===== config.mk =====
export PLATFORM = sky130hd
export DESIGN_NAME = jtvigil_ioregs_flat
export DESIGN_NICKNAME = d
export VERILOG_FILES = /design/src/rtl/jtvigil_ioregs_if.sv /design/src/rtl/jtvigil_ioregs.sv /design/src/flat_wrapper.sv
export SDC_FILE = /design/constraint.sdc
export NUM_CORES = 1
export LEC_CHECK = 0
export BUFFER_PORTS_ARGS = -buffer_cell sky130_fd_sc_hd__buf_4
export CORE_MARGIN = 4
export CORE_UTILIZATION = 45
export CTS_CLUSTER_DIAMETER = 120
export DETAILED_ROUTE_END_ITERATION = 8
export PLACE_DENSITY = 0.81
export SYNTH_ARGS = -nofsm -noshare
export SYNTH_HDL_FRONTEND = slang
export SYNTH_HIERARCHICAL = 1
export SYNTH_SLANG_ARGS = --single-unit
export TNS_END_PERCENT = 20

===== constraint.sdc =====
create_clock -name clk -period 1.7 [get_ports clk]
set_input_delay 0.34 -clock clk [delete_from_list [all_inputs] [get_ports clk]]
set_output_delay 0.34 -clock clk [all_outputs]
set_load 0.1 [all_outputs]

===== src/rtl/jtvigil_ioregs_if.sv =====
// Z80 I/O bus as seen by the main-CPU register file.
// The CPU wrapper drives it; the register file only listens.
interface jtvigil_ioregs_if;
  logic [7:0] A;
  logic       iorq_n;
  logic       wr_n;
  logic       m1_n;
  logic [7:0] din;

  modport master (output A, iorq_n, wr_n, m1_n, din);
  modport slave  (input  A, iorq_n, wr_n, m1_n, din);
endinterface


===== src/rtl/jtvigil_ioregs.sv =====
// Z80 I/O register file: bank, flip and vblank-latched scroll channels,
// plus the vertical-blank interrupt with acknowledge.

module jtvigil_ioregs_chan #(
  parameter int POSW    = 11,
  parameter int VBLATCH = 1
) (
  input  logic            clk,
  input  logic            rst_n,
  input  logic            we_lo,
  input  logic            we_hi,
  input  logic [7:0]      din_lo,
  input  logic [POSW-9:0] din_hi,
  input  logic            commit,
  output logic [POSW-1:0] pos
);
  logic [POSW-1:0] shadow;
  logic            pend;

  always_ff @(posedge clk or negedge rst_n) begin
    if (!rst_n) begin
      shadow <= '0;
      pend   <= 1'b0;
      pos    <= '0;
    end else begin
      if (we_lo) shadow[7:0]      <= din_lo;
      if (we_hi) shadow[POSW-1:8] <= din_hi;
      // A write on the commit cycle wins over the clear, so it lands next frame
      if (we_lo || we_hi) pend <= 1'b1;
      else if (commit)    pend <= 1'b0;
      if (VBLATCH == 0)          pos <= shadow;
      else if (commit && pend)   pos <= shadow;
    end
  end
endmodule

module jtvigil_ioregs #(
  parameter int SCRN    = 2,
  parameter int POSW    = 11,
  parameter int BANKW   = 3,
  parameter int VBLATCH = 1
) (
  input  logic                 clk,
  input  logic                 rst_n,
  jtvigil_ioregs_if.slave      bus,
  input  logic                 LVBL,
  input  logic                 dip_pause,
  input  logic                 dip_flip,
  output logic [BANKW-1:0]     bank,
  output logic                 flip,
  output logic [SCRN*POSW-1:0] scrpos,
  output logic [2:0]           scrcol,
  output logic                 int_n
);
  localparam logic [6:0] COLPORT = 7'(2*SCRN);

  typedef enum logic {IDLE, REQ} int_st_t;

  logic                      wr_s, wr_l, wr_acc;
  logic                      lvbl_l, vb_edge, ack;
  logic                      flipr;
  logic [2:0]                colsh;
  logic                      pend_col;
  logic [SCRN-1:0]           we_lo, we_hi;
  logic [SCRN-1:0][POSW-1:0] pos_q;
  int_st_t                   st, st_nx;

  assign wr_s    = !bus.iorq_n && !bus.wr_n && bus.m1_n;
  assign wr_acc  = wr_s && !wr_l;
  assign vb_edge = lvbl_l && !LVBL;
  assign ack     = !bus.m1_n && !bus.iorq_n;

  // wr_l resets high so a strobe held across reset release is ignored
  always_ff @(posedge clk or negedge rst_n) begin
    if (!rst_n) begin
      wr_l   <= 1'b1;
      lvbl_l <= 1'b1;
    end else begin
      wr_l   <= wr_s;
      lvbl_l <= LVBL;
    end
  end

  always_ff @(posedge clk or negedge rst_n) begin
    if (!rst_n) begin
      bank     <= '0;
      flipr    <= 1'b0;
      flip     <= 1'b0;
      colsh    <= '0;
      pend_col <= 1'b0;
      scrcol   <= '0;
    end else begin
      flip <= flipr ^ dip_flip;
      if (wr_acc && !bus.A[7]) begin
        if (bus.A[2:0] == 3'd1) flipr <= bus.din[0];
        if (bus.A[2:0] == 3'd4) bank  <= bus.din[BANKW-1:0];
      end
      if (wr_acc && bus.A[7] && bus.A[6:0] == COLPORT) begin
        colsh    <= {bus.din[3], bus.din[1:0]};
        pend_col <= 1'b1;
      end else if (vb_edge) begin
        pend_col <= 1'b0;
      end
      if (VBLATCH == 0)            scrcol <= colsh;
      else if (vb_edge && pend_col) scrcol <= colsh;
    end
  end

  genvar k;
  generate
    for (k = 0; k < SCRN; k++) begin : g_chan
      assign we_lo[k] = wr_acc && bus.A[7] && bus.A[6:1] == 6'(k) && !bus.A[0];
      assign we_hi[k] = wr_acc && bus.A[7] && bus.A[6:1] == 6'(k) &&  bus.A[0];

      jtvigil_ioregs_chan #(.POSW(POSW), .VBLATCH(VBLATCH)) u_chan (
        .clk    (clk),
        .rst_n  (rst_n),
        .we_lo  (we_lo[k]),
        .we_hi  (we_hi[k]),
        .din_lo (bus.din),
        .din_hi (bus.din[POSW-9:0]),
        .commit (vb_edge),
        .pos    (pos_q[k])
      );
    end
  endgenerate

  assign scrpos = pos_q;

  always_ff @(posedge clk or negedge rst_n) begin
    if (!rst_n) st <= IDLE;
    else        st <= st_nx;
  end

  // Request is dropped if vblank ends before the CPU acknowledges it
  always_comb begin
    st_nx = st;
    case (st)
      IDLE: if (vb_edge && dip_pause)        st_nx = REQ;
      REQ:  if (ack || LVBL || !dip_pause)   st_nx = IDLE;
      default: st_nx = IDLE;
    endcase
  end

  assign int_n = (st != REQ);
endmodule


===== src/flat_wrapper.sv =====
// flat-port wrapper written by rule: the top's interface ports become plain ports
module jtvigil_ioregs_flat 
#(
  parameter int SCRN    = 2,
  parameter int POSW    = 11,
  parameter int BANKW   = 3,
  parameter int VBLATCH = 1
)
  (clk, rst_n, LVBL, dip_pause, dip_flip, bank, flip, scrpos, scrcol, int_n, bus_A, bus_iorq_n, bus_wr_n, bus_m1_n, bus_din);
  jtvigil_ioregs_if bus_i ();
  input  logic clk;
  input  logic rst_n;
  input  logic LVBL;
  input  logic dip_pause;
  input  logic dip_flip;
  output logic [BANKW-1:0] bank;
  output logic flip;
  output logic [SCRN*POSW-1:0] scrpos;
  output logic [2:0] scrcol;
  output logic int_n;
  input wire logic [$bits(bus_i.A)-1:0] bus_A;
  input wire logic [$bits(bus_i.iorq_n)-1:0] bus_iorq_n;
  input wire logic [$bits(bus_i.wr_n)-1:0] bus_wr_n;
  input wire logic [$bits(bus_i.m1_n)-1:0] bus_m1_n;
  input wire logic [$bits(bus_i.din)-1:0] bus_din;
  assign bus_i.A = bus_A;
  assign bus_i.iorq_n = bus_iorq_n;
  assign bus_i.wr_n = bus_wr_n;
  assign bus_i.m1_n = bus_m1_n;
  assign bus_i.din = bus_din;
  jtvigil_ioregs #(.SCRN(SCRN), .POSW(POSW), .BANKW(BANKW), .VBLATCH(VBLATCH)) u_core (.clk(clk), .rst_n(rst_n), .bus(bus_i), .LVBL(LVBL), .dip_pause(dip_pause), .dip_flip(dip_flip), .bank(bank), .flip(flip), .scrpos(scrpos), .scrcol(scrcol), .int_n(int_n));
endmodule

==> results_dict.tcl <==
set metrics [dict create \
    outcome "completed" \
    fin_crit_sh_pct 97.1 \
    rrSetupSlack_ns 0.05 \
    unrepaired_setup_endpoints_after_global_routing "true" \
    first_iter_violations 45 \
    clock_skew_ns 0.00926 \
    synth_top_cells_by_area "sky130_fd_sc_hd__dfrtp_1 60%, sky130_fd_sc_hd__mux2_2 12%, sky130_fd_sc_hd__mux2_4 12%" \
    synth_common_cells "59 x sky130_fd_sc_hd__dfrtp_1, 27 x sky130_fd_sc_hd__mux2_2, 20 x sky130_fd_sc_hd__mux2_4, 7 x sky130_fd_sc_hd__inv_1, 7 x sky130_fd_sc_hd__mux2_1" \
    pwr_density_cell_nw_per_um2 869 \
    mapped_cell_area_sq_um 2480 \
    ir_worst_vdd_mv 0.660 \
    postSynthCellCount 153 \
    crit_fanout 9 \
    worst_hold_slack_ns 0.134 \
    antenna_found_initial 0 \
    cp-start-kind "flop" \
    maxCapViolations 0 \
    floorplan.io_pins 54 \
    max_freq_mhz 606 \
    p_seq_share_pct 53.2 \
    clock_latency_ns 0.33 \
    total_leakage_power_uw 0.00175 \
    dieHeight_um 82.3 \
    instances_no_fill 303 \
    power_report.internal_total_uw 2100 \
    detailedPlace.worstSlack_ns -0.160 \
    max-slew-margin-rel_pct 72.8 \
    slew_viol_final 0 \
    cts_max_path_buffers 2 \
    grt_pass1_vias 1605 \
    gr-usage-all-layers_pct 16.0 \
    layout-area-overhead-vs-synth_pct 30.7 \
    fp.dieArea_sq_um 6770 \
    mapped_nets 177 \
    clock_pin_slew_reported_for_the_worst_setup_and_hold_paths_after_clock_tree_synthesis_ns 0.06 \
    crit-reg2reg-capture "u_core/g_chan[0].u_chan/shadow[0]" \
    antenna_cells_inserted 0 \
    cp.required_ns 1.91 \
    portbufs 53 \
    drt_pass_1_iters 4 \
    ys_seq_elements 61 \
    worstHoldPathCells 1 \
    avgRoutedWirePerCell_um 15.5 \
    tritoncts.num_buffers 9 \
    ant_nets 0 \
    critical_path_class "reg -> reg" \
    core_region_area_sq_um 5240 \
    grt.overflow.total 0 \
    cts_tree "yes" \
    gpl.final_weighted_congestion 0.713 \
    route.detailed.drc 0 \
    drive_above_1_share_pct 59.2 \
    rows 26 \
    route.vias.total 1491 \
    dieWidth_um 82.3 \
    timing.final.ws_setup_ns 0.0488 \
    power.share.clock_pct 36.6 \
    period_needed_ns 1.65 \
    starting_utilization_of_the_core_area_pct 47.4 \
    synth_top_cell_by_area "sky130_fd_sc_hd__dfrtp_1" \
    htree_levels 3 \
    final_stage_net_count 252 \
    worst_hold_path.endpoint "u_core/lvbl_l" \
    synth_ff_type "sky130_fd_sc_hd__dfrtp_1" \
    synthArstFlopShare_pct 100 \
    worst-r2r-cell-count 5 \
    grt_first_pass_wirelength_um 7780 \
    grt_max_degree 34 \
    max_slew.worst_pin.slew_ns 0.406 \
    min_path_type "in -> reg" \
    vias_per_cell 4.92 \
    synth-edff-count 0 \
    ys_warn_count 6 \
    post-synth-top-count-cell "sky130_fd_sc_hd__dfrtp_1" \
    netSwitchingPower_uw 721 \
    final_setup_violation_count 0 \
    route.final.wire_length_um 4690 \
    critPathArrivalTime_ns 1.86 \
    synth_seq_area_share_pct 61.6 \
    power_switching_share_pct 25.6 \
    clock_tree.root_cell "sky130_fd_sc_hd__clkbuf_8" \
    yosys.area.top_type_share_pct 59.5 \
    cts.sinks 61 \
    worstSetupEndpointType "flop" \
    p_comb_share_pct 10.2 \
    yosysUniqueCellTypes 24 \
    post_synth.cell_area_avg_sq_um 16.2 \
    hold_path.startpoint "LVBL" \
    detailedPlacementHpwl_um 3410 \
    final_hold_viol_count 0 \
    numPlacedInstances 283 \
    rr_startpoint "u_core/wr_l" \
]
## logic make-up after synthesis
logic type,synth area share [%]
simple gates,7.16
mux,27.5
flops,61.6
buf+inv,2.37
xor+xnor,0.353
compound gates,0.958
## through the flow
step                TNS, ns  util, %  instance area (sq um)  power (uW)
floorplan            -0.449        -                   2490        1670
global placement      -1.19     57.9                   3030        1800
detailed placement    -2.19     57.9                   3030        1810
CTS                       0     61.5                   3220        2850
global route         -0.620     61.9                   3240        2950
finish                    0     61.9                   3240        2820
## power by group through the flow
stage | clock network, uW | logic, uW | registers, uW
2_1_floorplan | 0 | 45.9 | 1630
3_3_place_gp | 0 | 281 | 1520
3_5_place_dp | 0 | 286 | 1520
4_1_cts | 1070 | 291 | 1500
5_1_grt | 1140 | 306 | 1500
6_report | 1030 | 287 | 1500
## registers in the layout, indices dropped and copies added (netlist names)
| signal | count |
|---|---|
| u_core/bank | 3 |
| u_core/colsh | 3 |
| u_core/flip | 1 |
| u_core/flipr | 1 |
| u_core/g_chan.u_chan/pend | 2 |
| u_core/g_chan.u_chan/pos | 22 |
| u_core/g_chan.u_chan/shadow | 22 |
| u_core/lvbl_l | 1 |
| u_core/pend_col | 1 |
| u_core/scrcol | 3 |
| u_core/st | 1 |
| u_core/wr_l | 1 |
## cell usage in the layout (no fill, tap or decap)
cell / synthesis / layout
sky130_fd_sc_hd__dfstp_2: 2 / 2
sky130_fd_sc_hd__nand4b_2: 1 / 1
sky130_fd_sc_hd__mux2_4: 20 / 20
sky130_fd_sc_hd__nor3_1: 3 / 1
sky130_fd_sc_hd__mux2_2: 27 / 27
sky130_fd_sc_hd__clkinv_2: 0 / 3
sky130_fd_sc_hd__nor4_4: 1 / 1
sky130_fd_sc_hd__dlygate4sd3_1: 0 / 1
sky130_fd_sc_hd__nor4b_2: 1 / 1
sky130_fd_sc_hd__nand2_1: 1 / 1
sky130_fd_sc_hd__nor2_4: 0 / 1
sky130_fd_sc_hd__nor4b_4: 1 / 1
sky130_fd_sc_hd__clkbuf_8: 0 / 9
sky130_fd_sc_hd__mux2_1: 7 / 7
sky130_fd_sc_hd__clkbuf_1: 0 / 4
sky130_fd_sc_hd__a2111oi_0: 1 / 1
sky130_fd_sc_hd__o21ai_0: 3 / 3
sky130_fd_sc_hd__nor2_1: 6 / 5
sky130_fd_sc_hd__nor2b_1: 1 / 1
sky130_fd_sc_hd__buf_4: 0 / 65
sky130_fd_sc_hd__nand4_2: 1 / 1
sky130_fd_sc_hd__nor3_2: 0 / 1
sky130_fd_sc_hd__nor3b_1: 2 / 2
sky130_fd_sc_hd__nand4b_1: 1 / 1
sky130_fd_sc_hd__nor3_4: 0 / 1
sky130_fd_sc_hd__nand2_2: 2 / 2
sky130_fd_sc_hd__dfrtp_1: 59 / 59
sky130_fd_sc_hd__buf_6: 2 / 1
sky130_fd_sc_hd__buf_12: 0 / 1
sky130_fd_sc_hd__nand2b_1: 1 / 1
sky130_fd_sc_hd__inv_1: 7 / 7
sky130_fd_sc_hd__xor2_1: 1 / 1
## metal layers
| layer | up-vias | routed length, um | track usage (%) |
|---|---|---|---|
| met2 | 47 | 2190 | 24.2 |
| li1 | 690 | - | - |
| met3 | 10 | 327 | 4.88 |
| met1 | 744 | 2070 | 20.5 |
| met5 | - | 0 | 0 |
| met4 | 0 | 97 | 8.47 |
## cell type report
class	instances	area [sq um]
clock buffer	13	139
clock inverter	3	15.0
fill	396	1990
inverter	7	26.3
multi-input combinational	81	917
sequential	61	1530
tap	70	87.6
timing repair buffer	68	529
## worst max path at each step
stage | slack (ns) | from | cells past startpoint | end
detailed placement | -0.16 | bus_A[3] | 6 | u_core/g_chan[1].u_chan/shadow[9]
global placement | -0.09 | bus_A[3] | 6 | u_core/g_chan[1].u_chan/shadow[9]
global route | -0.04 | u_core/lvbl_l | 3 | u_core/g_chan[0].u_chan/pos[8]
CTS | 0.0002 | u_core/wr_l | 5 | u_core/g_chan[0].u_chan/shadow[0]
floorplan | -0.03 | u_core/wr_l | 5 | u_core/g_chan[0].u_chan/shadow[0]
finish | 0.05 | u_core/wr_l | 5 | u_core/g_chan[0].u_chan/shadow[0]
## worst max-delay path, stage by stage (launching register included)
cell and delay [ns]:
sky130_fd_sc_hd__dfstp_2 0.38, sky130_fd_sc_hd__nor4b_4 0.22, sky130_fd_sc_hd__nand4b_1 0.19, sky130_fd_sc_hd__nor3_1 0.17
sky130_fd_sc_hd__buf_4 0.22, sky130_fd_sc_hd__mux2_2 0.36
## timing repair
item                                   4_1_cts  5_1_grt
cloned                                       0        0
pin swaps                                    0        2
setup buffers                                2        1
endpoints found under the hold margin       28        0
resized for setup                            1        4
hold buffers                                 1        0
setup endpoints to repair                   19       40
No activity file was read; power rests on OpenSTA's default activity.
